## src/rtl/reg_scoreboard.sv

```systemverilog
// reg_scoreboard: issue-stage RAW/WAW hazard controller for the general and
// float register files. Keeps one saturating pending-write counter per
// register, blocks issue on hazards and retires pending writes from the
// writeback ports.
//
// Ports:
//   clk, rst_n                 clock, asynchronous active-low reset
//   issue_valid / issue_ready  instruction offered / no hazard (combinational)
//   issue_src_*                three source operands: number, read enable, file
//   issue_out_*                decoder destination: general, float, number
//   wb_valid/wb_float/wb_num   NUM_WB writeback ports
//   flush                      discard all pending state
//   busy                       any counter nonzero (registered)
//   stall_count                cycles with issue_valid && !issue_ready
//   underflow_err              sticky: a writeback hit a zero counter
module reg_scoreboard #(
  parameter int unsigned NUM_WB    = 2,
  parameter int unsigned CNT_W     = 2,
  parameter bit          WAW_STALL = 1'b1
) (
  input  logic                   clk,
  input  logic                   rst_n,
  input  logic                   issue_valid,
  output logic                   issue_ready,
  input  logic [2:0][4:0]        issue_src_num,
  input  logic [2:0]             issue_src_used,
  input  logic [2:0]             issue_src_float,
  input  logic                   issue_out_general,
  input  logic                   issue_out_float,
  input  logic [4:0]             issue_out_reg_num,
  input  logic [NUM_WB-1:0]      wb_valid,
  input  logic [NUM_WB-1:0]      wb_float,
  input  logic [NUM_WB-1:0][4:0] wb_num,
  input  logic                   flush,
  output logic                   busy,
  output logic [31:0]            stall_count,
  output logic                   underflow_err
);

  // Counter index is {float, reg_num}: 0..31 general, 32..63 float.
  localparam int unsigned NREG    = 64;
  localparam int unsigned IDX_W   = 6;
  localparam int unsigned CNT_MAX = (1 << CNT_W) - 1;
  localparam int unsigned HIT_W   = $clog2(NUM_WB + 1);
  localparam int unsigned SUM_W   = CNT_W + HIT_W + 2;

  logic [CNT_W-1:0] cnt_q [NREG];
  logic [CNT_W-1:0] cnt_d [NREG];
  logic             busy_d;
  logic             underflow_d;
  logic [31:0]      stall_count_d;

  logic             dest_valid;
  logic [IDX_W-1:0] dest_idx;
  logic [CNT_W-1:0] dest_cnt;
  logic             raw_hit;
  logic             waw_hit;
  logic             inc_en;
  logic [HIT_W-1:0] hits;
  logic [SUM_W-1:0] sum;

  // Hazard detection from registered counters only (no writeback bypass).
  // Both destination flags set is treated as general; g0 is never a destination.
  always_comb begin
    dest_idx   = {~issue_out_general & issue_out_float, issue_out_reg_num};
    dest_valid = issue_out_general ? (issue_out_reg_num != 5'd0) : issue_out_float;
    dest_cnt   = cnt_q[dest_idx];
    raw_hit    = 1'b0;
    for (int i = 0; i < 3; i++) begin
      if (issue_src_used[i] && (cnt_q[{issue_src_float[i], issue_src_num[i]}] != '0)) begin
        raw_hit = 1'b1;
      end
    end
    if (WAW_STALL) begin
      waw_hit = dest_valid && (dest_cnt != '0);
    end else begin
      waw_hit = dest_valid && (dest_cnt == CNT_W'(CNT_MAX));
    end
    issue_ready = !raw_hit && !waw_hit;
    inc_en      = issue_valid && issue_ready && dest_valid;
  end

  // Per-register net update: +accept - writeback hits, clamped to [0, max].
  // Index 0 (g0) is skipped so it stays zero and ignores writebacks.
  always_comb begin
    cnt_d         = cnt_q;
    underflow_d   = underflow_err;
    busy_d        = 1'b0;
    hits          = '0;
    sum           = '0;
    stall_count_d = stall_count + 32'(issue_valid && !issue_ready);
    cnt_d[0]      = '0;
    for (int r = 1; r < NREG; r++) begin
      hits = '0;
      for (int p = 0; p < NUM_WB; p++) begin
        if (wb_valid[p] && ({wb_float[p], wb_num[p]} == IDX_W'(r))) begin
          hits = hits + HIT_W'(1);
        end
      end
      sum = SUM_W'(cnt_q[r]) + SUM_W'(inc_en && (dest_idx == IDX_W'(r))) - SUM_W'(hits);
      if (sum[SUM_W-1]) begin
        cnt_d[r]    = '0;
        underflow_d = 1'b1;
      end else if (sum > SUM_W'(CNT_MAX)) begin
        cnt_d[r] = CNT_W'(CNT_MAX);
      end else begin
        cnt_d[r] = CNT_W'(sum);
      end
    end
    // Flush overrides accept and writeback in the same cycle.
    if (flush) begin
      for (int r = 0; r < NREG; r++) begin
        cnt_d[r] = '0;
      end
      underflow_d = underflow_err;
    end
    for (int r = 0; r < NREG; r++) begin
      busy_d = busy_d | (|cnt_d[r]);
    end
  end

  // State and registered outputs.
  always_ff @(posedge clk or negedge rst_n) begin
    if (!rst_n) begin
      for (int r = 0; r < NREG; r++) begin
        cnt_q[r] <= '0;
      end
      busy          <= 1'b0;
      stall_count   <= '0;
      underflow_err <= 1'b0;
    end else begin
      for (int r = 0; r < NREG; r++) begin
        cnt_q[r] <= cnt_d[r];
      end
      busy          <= busy_d;
      stall_count   <= stall_count_d;
      underflow_err <= underflow_d;
    end
  end

endmodule

```

## config.mk

```make
export PLATFORM = sky130hd
export DESIGN_NAME = reg_scoreboard
export DESIGN_NICKNAME = d
export VERILOG_FILES = /design/src/rtl/reg_scoreboard.sv
export SDC_FILE = /design/constraint.sdc
export NUM_CORES = 1
export LEC_CHECK = 0
export ABC_AREA = 1
export CAP_MARGIN = 40
export CORE_ASPECT_RATIO = 0.9
export CORE_MARGIN = 2
export CORE_UTILIZATION = 60
export CTS_CLUSTER_DIAMETER = 40
export DETAILED_ROUTE_END_ITERATION = 6
export PLACE_DENSITY = 0.84
export SLEW_MARGIN = 40
export SYNTH_ARGS = -nofsm -noshare
export SYNTH_HDL_FRONTEND = slang
export SYNTH_SLANG_ARGS = --single-unit
```

## constraint.sdc

```tcl
create_clock -name clk -period 5 [get_ports clk]
set_input_delay 1.25 -clock clk [delete_from_list [all_inputs] [get_ports clk]]
set_output_delay 1.25 -clock clk [all_outputs]
set_load 0.01 [all_outputs]
```

Word level (Yosys, flattened, before mapping)
Index checks and enable logic that the tools add are counted.
{ "op_classes": {"add_sub_neg": 190, "n_mul": 0, "div": 0, "n_lt_le_gt_ge": 67, "n_eq_ne": 189, "shift": 0, "n_mux": 332, "bitwise": 70, "reduce_logical": 271} }
{ "op_table": {"columns": ["op", "n"], "rows": [
  ["6-bit == test, second input constant", 96],
  ["2-bit two-way mux", 197],
  ["6-bit by 2-bit greater-than comparator with 1-bit output, second input constant", 63],
  ["6-bit by 5-bit == test with 1-bit output, second input constant", 48],
  ["3-bit by 2-bit subtractor with 4-bit output", 63],
  ["1-bit logical AND", 197],
  ["2-bit by 1-bit adder with 3-bit output", 63],
  ["6-bit by 4-bit == test with 1-bit output, second input constant", 24],
  ["1-bit two-way mux", 130],
  ["2-bit by 1-bit adder with 2-bit output, second input constant", 63],
  ["126-bit two-way mux", 1],
  ["2-bit OR reduction", 63],
  ["6-bit by 3-bit == test with 1-bit output, second input constant", 12],
  ["1-bit bitwise OR", 63],
  ["63-bit nonzero test", 1],
  ["2-bit binary-select mux with 6-bit select", 4],
  ["6-bit by 2-bit == test with 1-bit output, second input constant", 6],
  ["32-bit by 1-bit adder with 32-bit output", 1],
  ["7-bit greater-or-equal comparator, second input constant", 4],
  ["6-bit NOT with 7-bit output", 4],
  ["6-bit by 1-bit == test with 1-bit output, second input constant", 3],
  ["2-bit nonzero test", 4],
  ["5-bit nonzero test", 1],
  ["1-bit zero test", 3],
  ["other kinds (4)", 5]
]} }
{ "word_totals": {"regBits": 162, "latch_bits": 0, "mem_bits_rw": 0, "rom_bits": 0, "in_bits": 46, "output_inout_bits": 35, "wordCells": 1186, "mem_count": 0} }

Depth between registers and ports, before layout
{ "logic_depth": {"ltp_word": 84, "ltp_mapped": 32, "mapped_depth_nobuf": 30} }

Worst setup path after synthesis
OpenSTA, ideal clock, no wires.
{ "synth_path": {"path_kind": "input-to-reg", "start": "input issue_src_num[0] in the netlist's numbering", "end": "register busy", "setup_time_ns": 0.119, "arrival_time_ns": 4.671, "required_time_ns": 4.881, "setup_slack_ns": 0.211, "path_stages": 32, "n_path_buf": 3, "path_cell_list": "buf_2 > nor2_1 > nand2_1 > nand2_1 > inv_1 > nand2_1 > nand2_1 > nand2_1 > nand2_1 > nand3_1 > nand3_1 > nand3_1 > nand2_1 > nor2_1 > buf_4 > buf_6 > nand3_1 > ha_1 > inv_1 > ha_1 > fa_1 > xor2_1 > inv_1 > or2_2 > nand3_1 > nand2_1 > nor3_1 > nand2_1 > nor2_1 > nand2_1 > nor2_1 > nand2_1"} }
{ "synth_via": {"elab_chain_cells": 84, "elab_cells_between_ends": 518, "classes_between": "add/sub (126); order compare (63); mux (133); bitwise (64); reduce/logical (132)"} }
{ "synth_rtl": {"columns": ["element", "line", "rtl"], "rows": [
  ["start, declared", "25", "input logic [2:0][4:0] issue_src_num,"],
  ["6-bit NOT with 7-bit output (implied by the code) (*)", "70", "if (issue_src_used[i] && (cnt_q[{issue_src_float[i], issue_src_num[i]}] != '0)) begin"],
  ["2-bit binary-select mux with 6-bit select (*)", "70", null],
  ["2-bit two-way mux (implied by the code) (*) (2 in series)", "70", null],
  ["2-bit nonzero test (*)", "70", null],
  ["1-bit logical AND (*)", "70", null],
  ["1-bit two-way mux (*) (3 in series)", "70", null],
  ["1-bit zero test (*)", "79", "issue_ready = !raw_hit && !waw_hit;"],
  ["1-bit logical AND (*)", "79", null],
  ["(+5 left out)", null, null],
  ["6-bit by 2-bit greater-than comparator with 1-bit output", "104", "end else if (sum > SUM_W'(CNT_MAX)) begin"],
  ["2-bit two-way mux", "104", null],
  ["2-bit two-way mux", "101", "if (sum[SUM_W-1]) begin"],
  ["126-bit two-way mux (*)", "111", "if (flush) begin"],
  ["2-bit OR reduction", "118", "busy_d = busy_d | (|cnt_d[r]);"],
  ["1-bit bitwise OR (62 in series)", "118", null],
  ["1-bit bitwise OR (*)", "118", null],
  ["named net busy_d", "49", "logic busy_d;"],
  ["end signal, assigned", "135", "busy <= busy_d;"],
  ["end, declared", "35", "output logic busy,"]
]} }
The timed path passes the listed nets; every way through them passes the cells marked *. The select of a mux whose other input is x is not followed.
A chain may end at the register's enable or synchronous reset.

Worst setup path after layout
Ends and elaborated chain as after synthesis.

==> results by group <==
Detailed routing
  • DRC Markers: 0
  • DRT Wirelength: 87400 µm
  • Post-DRT Antenna Nets: 0
  • Avg WL per Cell: 23.9 µm
  • Initial DRC count: approximately 3.1k
  • Drt pass-1 iters: 7
  • Vias per inst: just over 6
  • Total number of vias: 22.3k

Synth
  • Synth Area per Inst: 7.02 µm²
  • Dominant cells by area after synthesis: dfrtp_1 20%, ha_1 16%, fa_1 13%
  • Yosys cell types: 41
  • Ys Warns: 0
  • Synth Area in Compound Gates: 7.72%
  • Post-synth top area share: 20.3%
  • Simple-gate portion of the synthesized area: 25.7%
  • Synth Area in XOR/XNOR: 4.05%
  • Synth area leader: dfrtp_1
  • Synthesized Nets: 3228
  • Primary FF master, synth: dfrtp_1
  • Largest family of logic cells by synthesized area: adder cells
  • Post-synth EDFFs: 0
  • Adder-Cell Fraction of Synth Area: between 20% and 30%
  • Mapped Cells: 2802
  • Netlist Area Pre-Place: 19700 µm²
  • Register area share after synthesis: 20.3%
  • Async SR Flop Fraction: 100%
  • Mux contribution to synthesized area: 0%
  • Flops & latches, synth: 160

STA
  • Rel. slew slack: 42.2%
  • Final hold vios: 0
  • Max Slew Vio Count: 0
  • Setup ws final: -0.344 ns
  • Worst Tran Pin Value: around 0.87 ns
  • RSZ-0062 raised after global routing: true
  • Final min period: between 5 and 6 ns
  • Max Freq: 0.187 GHz
  • Tcrit/Tclk final: 107%
  • Hold WS: 0.496 ns
  • Clock skew: about 0.021 ns
  • Final setup vio count: 4

CTS
  • Clk pin slew, worst setup/hold paths: 0.09 ns
  • TritonCTS Buffers: 17
  • Sink Count: 160
  • Root buf cell: clkbuf_16
  • Post-CTS Hold Buffers: 0
  • Clk_lat worst skew: 0.49 ns
  • Number of H-tree levels: 4
  • TritonCTS clock tree: built
  • Maximum root-to-sink buffer count: 2

Finish
  • Seq. cell area: between 4000 and 5000 µm²
  • Post-layout util: 80.0%
  • Commonest non-fill, non-tap cell in the layout: inv_1
  • Area Growth Syn to Fin: 30.5%
  • Area occupied by multi-input gates: 14000 µm²
  • Fill cells: approximately 2.1k
  • Highest-count cells in the layout ignoring fill and taps: 591 x inv_1, 547 x nand2_1, 389 x nor2_1, 334 x buf_4, 243 x ha_1
  • Nets: about 3.6k
  • Share of post-route cells with drive strength above 1: between 10% and 20%

Critical path
  • Crit-path max FO: 21
  • Startpoint Class: primary input
  • CP Capture Type: register
  • Req. time, crit path: about 5.4 ns
  • Worst Path Arrival: between 5 and 6 ns
  • Cell mode on critical path: nand2_1
  • Slowest cell on crit path: fa_1
  • WS Path Type: in2reg
  • Critical path's largest stage delay: around 0.41 ns

Floorplan
  • Die footprint: 34300 µm²
  • Initial Util: 61.3%
  • Ports: 81
  • Die X: between 150 and 200 µm
  • Core footprint: 32100 µm²
  • FP Rows: 62
  • Die H: 176 µm

Flow run
  • Max Cap Viol: 0

GRT
  • Tot GR Track Use: a little under 50%
  • Congestion Overflow GR: 0
  • Number of global-route vias before repair: 21.9k
  • Antenna violations before repair: 6
  • First-pass GRT wire length: 127000 µm
  • Largest net degree at the start of global routing: 85

Power and ir drop
  • Max rail drop VDD: roughly 0.5 mV
  • Leakage power total: around 0.014 µW
  • Power per cell area: ~450 nW/µm²

Worst hold path
  • HP Class: reg2reg

Placed design
  • I/O Buffers: 80
  • HPWL Detailed: 64400 µm
  • Final GP Congestion: 1.13

Run status
  • Failing checks: setup timing
  • Status: finished with violations
[flip-flops by register name, summed over array words and instances (netlist names)]
register	cells
underflow_err	1
cnt_q	126
stall_count	32
busy	1
[cell usage after synthesis, types with 5 or more instances]
cell,instances
xnor2_1,18
buf_6,5
a31o_2,22
nand4_1,13
nor2_1,410
nor3_1,31
nor3b_1,5
clkbuf_1,38
fa_1,126
ha_1,254
nand3_1,188
o31ai_1,12
nor4_1,7
a21oi_1,43
buf_2,23
xor2_1,73
a21boi_0,23
inv_2,5
nand2_1,566
o21ai_0,134
or2_2,14
inv_1,596
dfrtp_1,160
[per-stage QoR]
| step | setup WS [ns] | instances | instance area [µm²] | power, µW | setup TNS [ns] |
|---|---|---|---|---|---|
| floorplan | 0.211 | 2802 | 19700 | 5880 | 0 |
| global placement | -1.22 | 3585 | 23800 | 8320 | -33.89 |
| detailed placement | -1.38 | 3585 | 23800 | 8670 | -50.61 |
| CTS | -0.0644 | 3641 | 25200 | 10500 | -0.0644 |
| global route | -0.535 | 3650 | 25700 | 12000 | -2.13 |
| finish | -0.344 | 3653 | 25700 | 11500 | -0.807 |
[path summary, 6_finish.rpt]
check / slack [ns] / end / depth (start not counted) / from
min in group asynchronous: 0.76 / cnt_q[66]$_DFF_PN0_ / 1 / rst_n
worst min-delay path: 0.50 / stall_count[31]$_DFF_PN0_ / 1 / stall_count[31]$_DFF_PN0_
worst max-delay path: -0.34 / busy$_DFF_PN0_ / 30 / issue_src_num[0]
worst max register to register: -0.17 / busy$_DFF_PN0_ / 29 / cnt_q[8]$_DFF_PN0_
worst min register to register: 0.50 / stall_count[31]$_DFF_PN0_ / 1 / stall_count[31]$_DFF_PN0_
max in group asynchronous: 3.22 / stall_count[21]$_DFF_PN0_ / 2 / rst_n
[power breakdown]
| part | leakage, µW | switching [µW] | total [µW] | internal, µW |
|---|---|---|---|---|
| registers | 0.00205 | 648 | 2460 | 1810 |
| logic | 0.0116 | 4720 | 7560 | 2840 |
| clock network | 0.000300 | 712 | 1460 | 743 |
[kinds of logic (layout without fill, tap and decap cells)]
kind of cell	Yosys count	count (layout)
other	0	3
adder cells (fa/ha/maj)	380	380
flip-flops	160	160
XOR/XNOR	91	91
buffers and inverters	672	1104
AND/OR/NAND/NOR	1241	1241
AO/OA/AOI/OAI	258	258
[critical path, delay by kind of cell]
family	cells	cell delay [ns]
buf+inv	6	0.85
xor+xnor	1	0.22
compound gates	2	0.34
fa+ha+maj	3	0.93
simple gates	18	2.13
[area by class of cell]
cell class / count / area share (%)
inverters: 602 / 8.86
multi-input cells: 1970 / 54.3
flip-flops and latches: 160 / 15.6
diodes: 3 / 0.0292
clock inverters: 13 / 0.629
repair buffers: 470 / 16.8
well taps: 416 / 2.03
clock buffers: 19 / 1.76
[metal layers]
layer  global-route usage (%)  part of all wire [%]  vias to the layer above
met5                        0                 0.034                        -
met4                     35.0                   9.7                        6
met3                     18.3                    15                      597
met2                     74.6                    41                     1864
met1                     59.3                    34                    10300
li1                         -                     -                     9475
[timing repair]
item | in CTS | in global routing
pin swaps | 57 | 64
gates resized for setup | 182 | 133
setup buffers | 22 | 9
setup endpoints to repair | 37 | 13
gates cloned | 4 | 2
(Power assumes the default switching activity.)
